**src/rtl/cpu_types_pkg.sv**
```systemverilog
// Shared CPU types for the memory arbiter slice.
//   word_t      : 32-bit machine word
//   ramstate_t  : RAM handshake state (FREE, BUSY, ACCESS, ERROR)
//   arb_state_t : mem_request_arbiter FSM states (IDLE, DATA, INSTR, FAULT)
package cpu_types_pkg;

  typedef logic [31:0] word_t;

  typedef enum logic [1:0] {
    FREE   = 2'd0,
    BUSY   = 2'd1,
    ACCESS = 2'd2,
    ERROR  = 2'd3
  } ramstate_t;

  typedef enum logic [1:0] {
    IDLE  = 2'd0,
    DATA  = 2'd1,
    INSTR = 2'd2,
    FAULT = 2'd3
  } arb_state_t;

endpackage

```
**src/rtl/mem_wait_timer.sv**
```systemverilog
// Per-transaction wait-state and retry counters for mem_request_arbiter.
// Ports:
//   CLK, nRST   : clock, synchronous active-low reset
//   clr         : clear both counters
//   wait_inc    : one more FREE/BUSY cycle in the current attempt
//   retry_inc   : an ERROR response; bumps retry and restarts the wait count
//   wait_last   : this is the final tolerated FREE/BUSY cycle (wait == WAIT_MAX-1)
//   retry_last  : an ERROR now reaches RETRY_MAX
module mem_wait_timer #(
  parameter int unsigned WAIT_MAX  = 64,
  parameter int unsigned RETRY_MAX = 3
) (
  input  logic CLK,
  input  logic nRST,
  input  logic clr,
  input  logic wait_inc,
  input  logic retry_inc,
  output logic wait_last,
  output logic retry_last
);

  localparam int unsigned WAIT_W  = (WAIT_MAX  > 1) ? $clog2(WAIT_MAX)  : 1;
  localparam int unsigned RETRY_W = (RETRY_MAX > 1) ? $clog2(RETRY_MAX) : 1;

  logic [WAIT_W-1:0]  wait_q,  wait_d;
  logic [RETRY_W-1:0] retry_q, retry_d;

  always_comb begin
    wait_d  = wait_q;
    retry_d = retry_q;
    if (clr) begin
      wait_d  = '0;
      retry_d = '0;
    end else if (retry_inc) begin
      retry_d = retry_q + RETRY_W'(1);
      wait_d  = '0;
    end else if (wait_inc) begin
      wait_d = wait_q + WAIT_W'(1);
    end
  end

  always_ff @(posedge CLK) begin
    if (!nRST) begin
      wait_q  <= '0;
      retry_q <= '0;
    end else begin
      wait_q  <= wait_d;
      retry_q <= retry_d;
    end
  end

  // Compared before the increment: the counter only ever holds values below its limit.
  assign wait_last  = (wait_q  == WAIT_W'(WAIT_MAX - 1));
  assign retry_last = (retry_q == RETRY_W'(RETRY_MAX - 1));

endmodule

```
**src/rtl/mem_request_arbiter.sv**
```systemverilog
// Serializes instruction fetches and data loads/stores onto one single-port RAM.
// Data requests win over fetches; no preemption of a fetch in progress.
// ihit/dhit pulse combinationally in the RAM ACCESS cycle. Bounded retry on
// ERROR and bounded wait on FREE/BUSY; either limit enters a sticky FAULT.
// Optional feature macro: MEM_ARB_IBUF_EN (one-entry fetch buffer).
// Ports:
//   CLK, nRST                  : clock, synchronous active-low reset
//   imemREN, imemaddr          : fetch request / address
//   dmemREN, dmemWEN           : data load / store request
//   dmemaddr, dmemstore        : data address / store data
//   ihit, imemload             : fetch complete pulse / instruction
//   dhit, dmemload             : data complete pulse / load data
//   memfault                   : sticky fault flag
//   ramREN, ramWEN             : RAM strobes
//   ramaddr, ramstore, ramload : RAM address / write data / read data
//   ramstate                   : RAM handshake (FREE, BUSY, ACCESS, ERROR)
module mem_request_arbiter
  import cpu_types_pkg::*;
#(
  parameter int unsigned RETRY_MAX = 3,
  parameter int unsigned WAIT_MAX  = 64
) (
  input  logic        CLK,
  input  logic        nRST,
  input  logic        imemREN,
  input  logic [31:0] imemaddr,
  input  logic        dmemREN,
  input  logic        dmemWEN,
  input  logic [31:0] dmemaddr,
  input  logic [31:0] dmemstore,
  output logic        ihit,
  output logic [31:0] imemload,
  output logic        dhit,
  output logic [31:0] dmemload,
  output logic        memfault,
  output logic        ramREN,
  output logic        ramWEN,
  output logic [31:0] ramaddr,
  output logic [31:0] ramstore,
  input  logic [31:0] ramload,
  input  logic [1:0]  ramstate
);

  arb_state_t state_q, state_d;
  ramstate_t  rs;
  logic       dreq;
  logic       tmr_clr, wait_inc, retry_inc;
  logic       wait_last, retry_last;

  assign rs   = ramstate_t'(ramstate);
  assign dreq = dmemREN | dmemWEN;

  mem_wait_timer #(
    .WAIT_MAX  (WAIT_MAX),
    .RETRY_MAX (RETRY_MAX)
  ) u_timer (
    .CLK        (CLK),
    .nRST       (nRST),
    .clr        (tmr_clr),
    .wait_inc   (wait_inc),
    .retry_inc  (retry_inc),
    .wait_last  (wait_last),
    .retry_last (retry_last)
  );

`ifdef MEM_ARB_IBUF_EN
  logic  ibuf_valid_q, ibuf_valid_d;
  word_t ibuf_addr_q,  ibuf_addr_d;
  word_t ibuf_data_q,  ibuf_data_d;
  logic  ibuf_hit;

  assign ibuf_hit = ibuf_valid_q && (imemaddr == ibuf_addr_q);

  always_comb begin
    ibuf_valid_d = ibuf_valid_q;
    ibuf_addr_d  = ibuf_addr_q;
    ibuf_data_d  = ibuf_data_q;
    if (ihit) begin
      ibuf_valid_d = 1'b1;
      ibuf_addr_d  = imemaddr;
      ibuf_data_d  = imemload;
    end else if (dhit && dmemWEN && (dmemaddr == ibuf_addr_q)) begin
      ibuf_valid_d = 1'b0;
    end
  end

  always_ff @(posedge CLK) begin
    if (!nRST) begin
      ibuf_valid_q <= 1'b0;
      ibuf_addr_q  <= '0;
      ibuf_data_q  <= '0;
    end else begin
      ibuf_valid_q <= ibuf_valid_d;
      ibuf_addr_q  <= ibuf_addr_d;
      ibuf_data_q  <= ibuf_data_d;
    end
  end
`endif

  always_comb begin
    state_d   = state_q;
    ramREN    = 1'b0;
    ramWEN    = 1'b0;
    ramaddr   = '0;
    ramstore  = '0;
    ihit      = 1'b0;
    dhit      = 1'b0;
    imemload  = '0;
    dmemload  = '0;
    memfault  = 1'b0;
    tmr_clr   = 1'b0;
    wait_inc  = 1'b0;
    retry_inc = 1'b0;

    unique case (state_q)
      IDLE: begin
        tmr_clr = 1'b1;
        if (dreq) begin
          state_d = DATA;
        end else if (imemREN) begin
`ifdef MEM_ARB_IBUF_EN
          if (ibuf_hit) begin
            ihit     = 1'b1;
            imemload = ibuf_data_q;
          end else
`endif
          state_d = INSTR;
        end
      end

      DATA: begin
        ramaddr  = dmemaddr;
        ramstore = dmemstore;
        ramWEN   = dmemWEN;
        ramREN   = dmemREN & ~dmemWEN;
        if (!dreq) begin
          state_d = IDLE;
          tmr_clr = 1'b1;
        end else begin
          unique case (rs)
            ACCESS: begin
              dhit     = 1'b1;
              dmemload = ramload;
              state_d  = IDLE;
              tmr_clr  = 1'b1;
            end
            ERROR: begin
              retry_inc = 1'b1;
              if (retry_last) state_d = FAULT;
            end
            default: begin
              wait_inc = 1'b1;
              if (wait_last) state_d = FAULT;
            end
          endcase
        end
      end

      INSTR: begin
        ramaddr = imemaddr;
        ramREN  = 1'b1;
        if (!imemREN) begin
          state_d = IDLE;
          tmr_clr = 1'b1;
        end else begin
          unique case (rs)
            ACCESS: begin
              ihit     = 1'b1;
              imemload = ramload;
              state_d  = IDLE;
              tmr_clr  = 1'b1;
            end
            ERROR: begin
              retry_inc = 1'b1;
              if (retry_last) state_d = FAULT;
            end
            default: begin
              wait_inc = 1'b1;
              if (wait_last) state_d = FAULT;
            end
          endcase
        end
      end

      FAULT: begin
        memfault = 1'b1;
        tmr_clr  = 1'b1;
      end

      default: state_d = IDLE;
    endcase

    // Outputs are decoded from the state combinationally, so the reset cycle
    // masks them explicitly to keep every output low while nRST is asserted.
    if (!nRST) begin
      ramREN   = 1'b0;
      ramWEN   = 1'b0;
      ramaddr  = '0;
      ramstore = '0;
      ihit     = 1'b0;
      dhit     = 1'b0;
      imemload = '0;
      dmemload = '0;
      memfault = 1'b0;
    end
  end

  always_ff @(posedge CLK) begin
    if (!nRST) state_q <= IDLE;
    else       state_q <= state_d;
  end

endmodule

```
**config.mk**
```make
export PLATFORM = sky130hd
export DESIGN_NAME = mem_request_arbiter
export DESIGN_NICKNAME = d
export VERILOG_FILES = /design/src/rtl/cpu_types_pkg.sv /design/src/rtl/mem_wait_timer.sv /design/src/rtl/mem_request_arbiter.sv
export SDC_FILE = /design/constraint.sdc
export NUM_CORES = 1
export LEC_CHECK = 0
export ABC_AREA = 1
export CORE_AREA = 2 2 105 107
export CTS_CLUSTER_SIZE = 8
export DETAILED_ROUTE_END_ITERATION = 8
export DIE_AREA = 0 0 107 109
export GPL_TIMING_DRIVEN = 0
export PLACE_DENSITY = 0.66
export RECOVER_POWER = 50
export SETUP_SLACK_MARGIN = 0.05
export SLEW_MARGIN = 20
export SYNTH_ARGS = -nofsm -noshare
export SYNTH_HDL_FRONTEND = slang
export SYNTH_SLANG_ARGS = --single-unit
```
**constraint.sdc**
```tcl
create_clock -name CLK -period 1.5 [get_ports CLK]
set_input_delay 0.15 -clock CLK [delete_from_list [all_inputs] [get_ports CLK]]
set_output_delay 0.15 -clock CLK [all_outputs]
set_load 0.01 [all_outputs]
```
==> results.yml <==
cts:
  cts_inserted_buffers: 3
  cts_max_path_buffers: 2
  cts.hold.buffers_added: 0
  cts_tree: "built"
  clk_transition_reported_paths_ns: 0.04
  htree_levels: 1
  cts_sinks: 10
  clockRootBuffer: "sky130_fd_sc_hd__clkbuf_8"
  worst_skew_pair.late_latency_ns: 0.24
critical_path:
  rr_startpoint: "state_q[1]$_SDFFE_PN0P_"
  timing.critical_path.required_ns: 1.35
  rr_endpoint: "u_timer.retry_q[1]$_SDFFE_PP0P_"
  worst_setup_path_end_kind: "primary output"
  ff_to_ff_setup_slack_ns: -0.16
  ff2ff_path_depth: 8
  cp-start-kind: "flop"
  criticalPathCategory: "reg2out"
  worstPathMaxFanout: 5
  critPathArrivalTime_ns: 1.61
routing:
  drt-pass1-iter-count: 5
  antenna_viol_nets_final: 0
  via_per_inst: 4.17
  detail_route.iter0.violations: 119
  drc: 0
  via_count: 3498
  routedWlPerCell_um: 13.9
  routed_wl_um: 11600
grt:
  grt_max_degree: 11
  globalRouteTotalUtil_pct: 17.9
  grt_first_pass_wirelength_um: 16800
  antenna_found_initial: 1
  grt_pass1_vias: 3453
  grt_overflow: 0
hold_path:
  worst_hold_path_type: "in2reg"
  worst_hold_path.num_cells: 3
  min_from: "nRST"
  hold_end: "state_q[0]$_SDFFE_PN0P_"
synthesis:
  yosysTopAreaCell: "sky130_fd_sc_hd__nor2_1"
  post_synth_main_area_contributors: "sky130_fd_sc_hd__nor2_1, sky130_fd_sc_hd__nand2_1, sky130_fd_sc_hd__inv_1"
  postSynthCellCount: 388
  synth-compound-area-share_pct: 13.5
  ys_seq_elements: 10
  synth_simple_gate_area_share_pct: 47.7
  synthDistinctLibCells: 24
  syn-num-nets: 529
  synth.yosys.seq_area_share_pct: 10.5
  synthesis.area_um2: 1910
  main_combinational_cell_family_by_area_after_synthesis: "simple AND/OR/NAND/NOR gates"
  yosys_warnings: 0
  post_synth_mux_area_share_pct: 0
  synth_adder_area_share_pct: 3.94
  postSynthAreaPerCell_um2: 4.91
  synth_top_cell_area_share_pct: 19.1
  synthXorXnorAreaFrac_pct: 1.84
timing:
  setup-violations-final: 139
  timing.max_slew.rel_slack_pct: 70.6
  slew_viol_final: 0
  final-hold-violation-count: 0
  rsz0062_at_grt: "yes"
  layout_setup_ws_ns: -0.257
  worstMarginPinSlew_ns: 0.441
  fin_crit_ns: 1.76
  clock-skew-final_ns: 0.00507
  max_clock_freq_mhz: 569
  min_period_over_period_pct: 117
  hold_slack_ns: 0.367
  setup_tns_ns: -26.75
final_layout:
  postLayoutCellArea_um2: 5440
  layout.cells.most_common: "sky130_fd_sc_hd__clkdlybuf4s50_1"
  fin_util_pct: 51.3
  fin_nets: 839
  post_route_cells_drive_above_1_share_pct: 46.1
  fin_cells: 838
  commonest_cells_after_routing_fill_and_taps_aside: "sky130_fd_sc_hd__clkdlybuf4s50_1, sky130_fd_sc_hd__buf_2, sky130_fd_sc_hd__nand2_1, sky130_fd_sc_hd__inv_1, sky130_fd_sc_hd__nor2_1"
  syn_to_final_growth_pct: 185
floorplan:
  fp.dieArea_um2: 11700
  start_util_pct: 18.0
  rows: 38
  chipHeight_um: 109
  io_pins: 268
  die_width_um: 107
  core_area_um2: 10600
placed_design:
  number_of_buffer_cells_added_on_primary_ports: 266
  dp_hpwl_um: 9000
  placed_area_um2: 4890
  placed_cells_incl_taps: 794
  place_congestion: 0.888
  place_worst_setup_slack_ns: -0.770
pwr:
  vdd_ir_drop_max_v: 0.000353
  p_total_mw: 3.20
  power.density_nw_per_um2: 588
  leakagePower_nw: 2.69
run:
  cap_violations: 0
run_status:
  status: "complete, but fails checks"
  failed_checks: "setup timing"
sequential cells by signal, indices dropped and copies added, names as in the netlist:
register and count:
state_q 2, u_timer.retry_q 2, u_timer.wait_q 6
worst max-delay path, stage by stage (launching register included):
cell and delay, ns:
sky130_fd_sc_hd__dfxtp_4 0.39, sky130_fd_sc_hd__inv_4 0.06, sky130_fd_sc_hd__ha_4 0.26, sky130_fd_sc_hd__buf_8 0.13, sky130_fd_sc_hd__nand2_8 0.09, sky130_fd_sc_hd__clkbuf_16 0.19, sky130_fd_sc_hd__a21oi_2 0.11, sky130_fd_sc_hd__buf_2 0.14
logic make-up after synthesis:
group           after synthesis
buf+inv                     104
simple gates                217
flops                        10
fa+ha+maj                     6
xor+xnor                      4
compound gates               47
metal layers:
| layer | share of wire, % | vias up | global-route usage (%) |
|---|---|---|---|
| met5 | 0 | - | 0 |
| met4 | 1.2 | 0 | 2.13 |
| met3 | 9.4 | 9 | 4.96 |
| met2 | 53 | 195 | 36.7 |
| met1 | 37 | 1535 | 18.3 |
| li1 | - | 1759 | - |
cell usage after synthesis:
master	instances
sky130_fd_sc_hd__nand3_1	5
sky130_fd_sc_hd__o22ai_2	1
sky130_fd_sc_hd__clkbuf_1	10
sky130_fd_sc_hd__nand2_1	92
sky130_fd_sc_hd__inv_2	5
sky130_fd_sc_hd__nor2_2	11
sky130_fd_sc_hd__xor2_1	4
sky130_fd_sc_hd__a31o_2	1
sky130_fd_sc_hd__o21ai_4	1
sky130_fd_sc_hd__buf_1	2
sky130_fd_sc_hd__nand4_1	3
sky130_fd_sc_hd__a21oi_1	42
sky130_fd_sc_hd__o21ai_0	2
sky130_fd_sc_hd__nor2_4	3
sky130_fd_sc_hd__nor2_1	97
sky130_fd_sc_hd__or2_0	1
sky130_fd_sc_hd__dfxtp_1	10
sky130_fd_sc_hd__ha_1	6
sky130_fd_sc_hd__nand3_2	3
sky130_fd_sc_hd__nand2_2	1
sky130_fd_sc_hd__buf_2	6
sky130_fd_sc_hd__inv_1	77
sky130_fd_sc_hd__nand2_4	1
sky130_fd_sc_hd__buf_6	4
how the worst max path moves through the flow:
stage	from	to	slack (ns)	cells after the start
floorplan	state_q[1]$_SDFFE_PN0P_	dmemload[11]	0.05	8
global placement	ramstate[1]	imemload[15]	-0.71	9
detailed placement	state_q[1]$_SDFFE_PN0P_	ramstore[9]	-0.77	7
CTS	state_q[0]$_SDFFE_PN0P_	ramaddr[1]	-0.25	7
global route	state_q[1]$_SDFFE_PN0P_	imemload[28]	-0.34	9
finish	state_q[0]$_SDFFE_PN0P_	ramaddr[1]	-0.26	7
cell type report:
class / count / area, µm²
Clock buffer: 4 / 55.1
Inverter: 82 / 323
Timing Repair Buffer: 306 / 2610
Fill cell: 1037 / 5160
Tap cell: 140 / 175
Buffer: 20 / 292
Antenna cell: 1 / 2.50
Sequential cell: 10 / 209
Multi-Input combinational cell: 275 / 1780
report_power, final:
group	internal [mW]	leakage (nW)	total [mW]	switching, mW
registers	0.290	0.0828	0.320	0.0296
logic	1.31	2.58	2.54	1.23
clock network	0.230	0.0288	0.333	0.103
repair_timing:
action / 4_1_cts / 5_1_grt
cloned: 9 / 1
pin swaps: 13 / 8
resized for setup: 647 / 81
buffers inserted: 15 / 17
endpoints found under the setup margin: 142 / 143
Note: power is estimated with default switching activity, not from simulation.
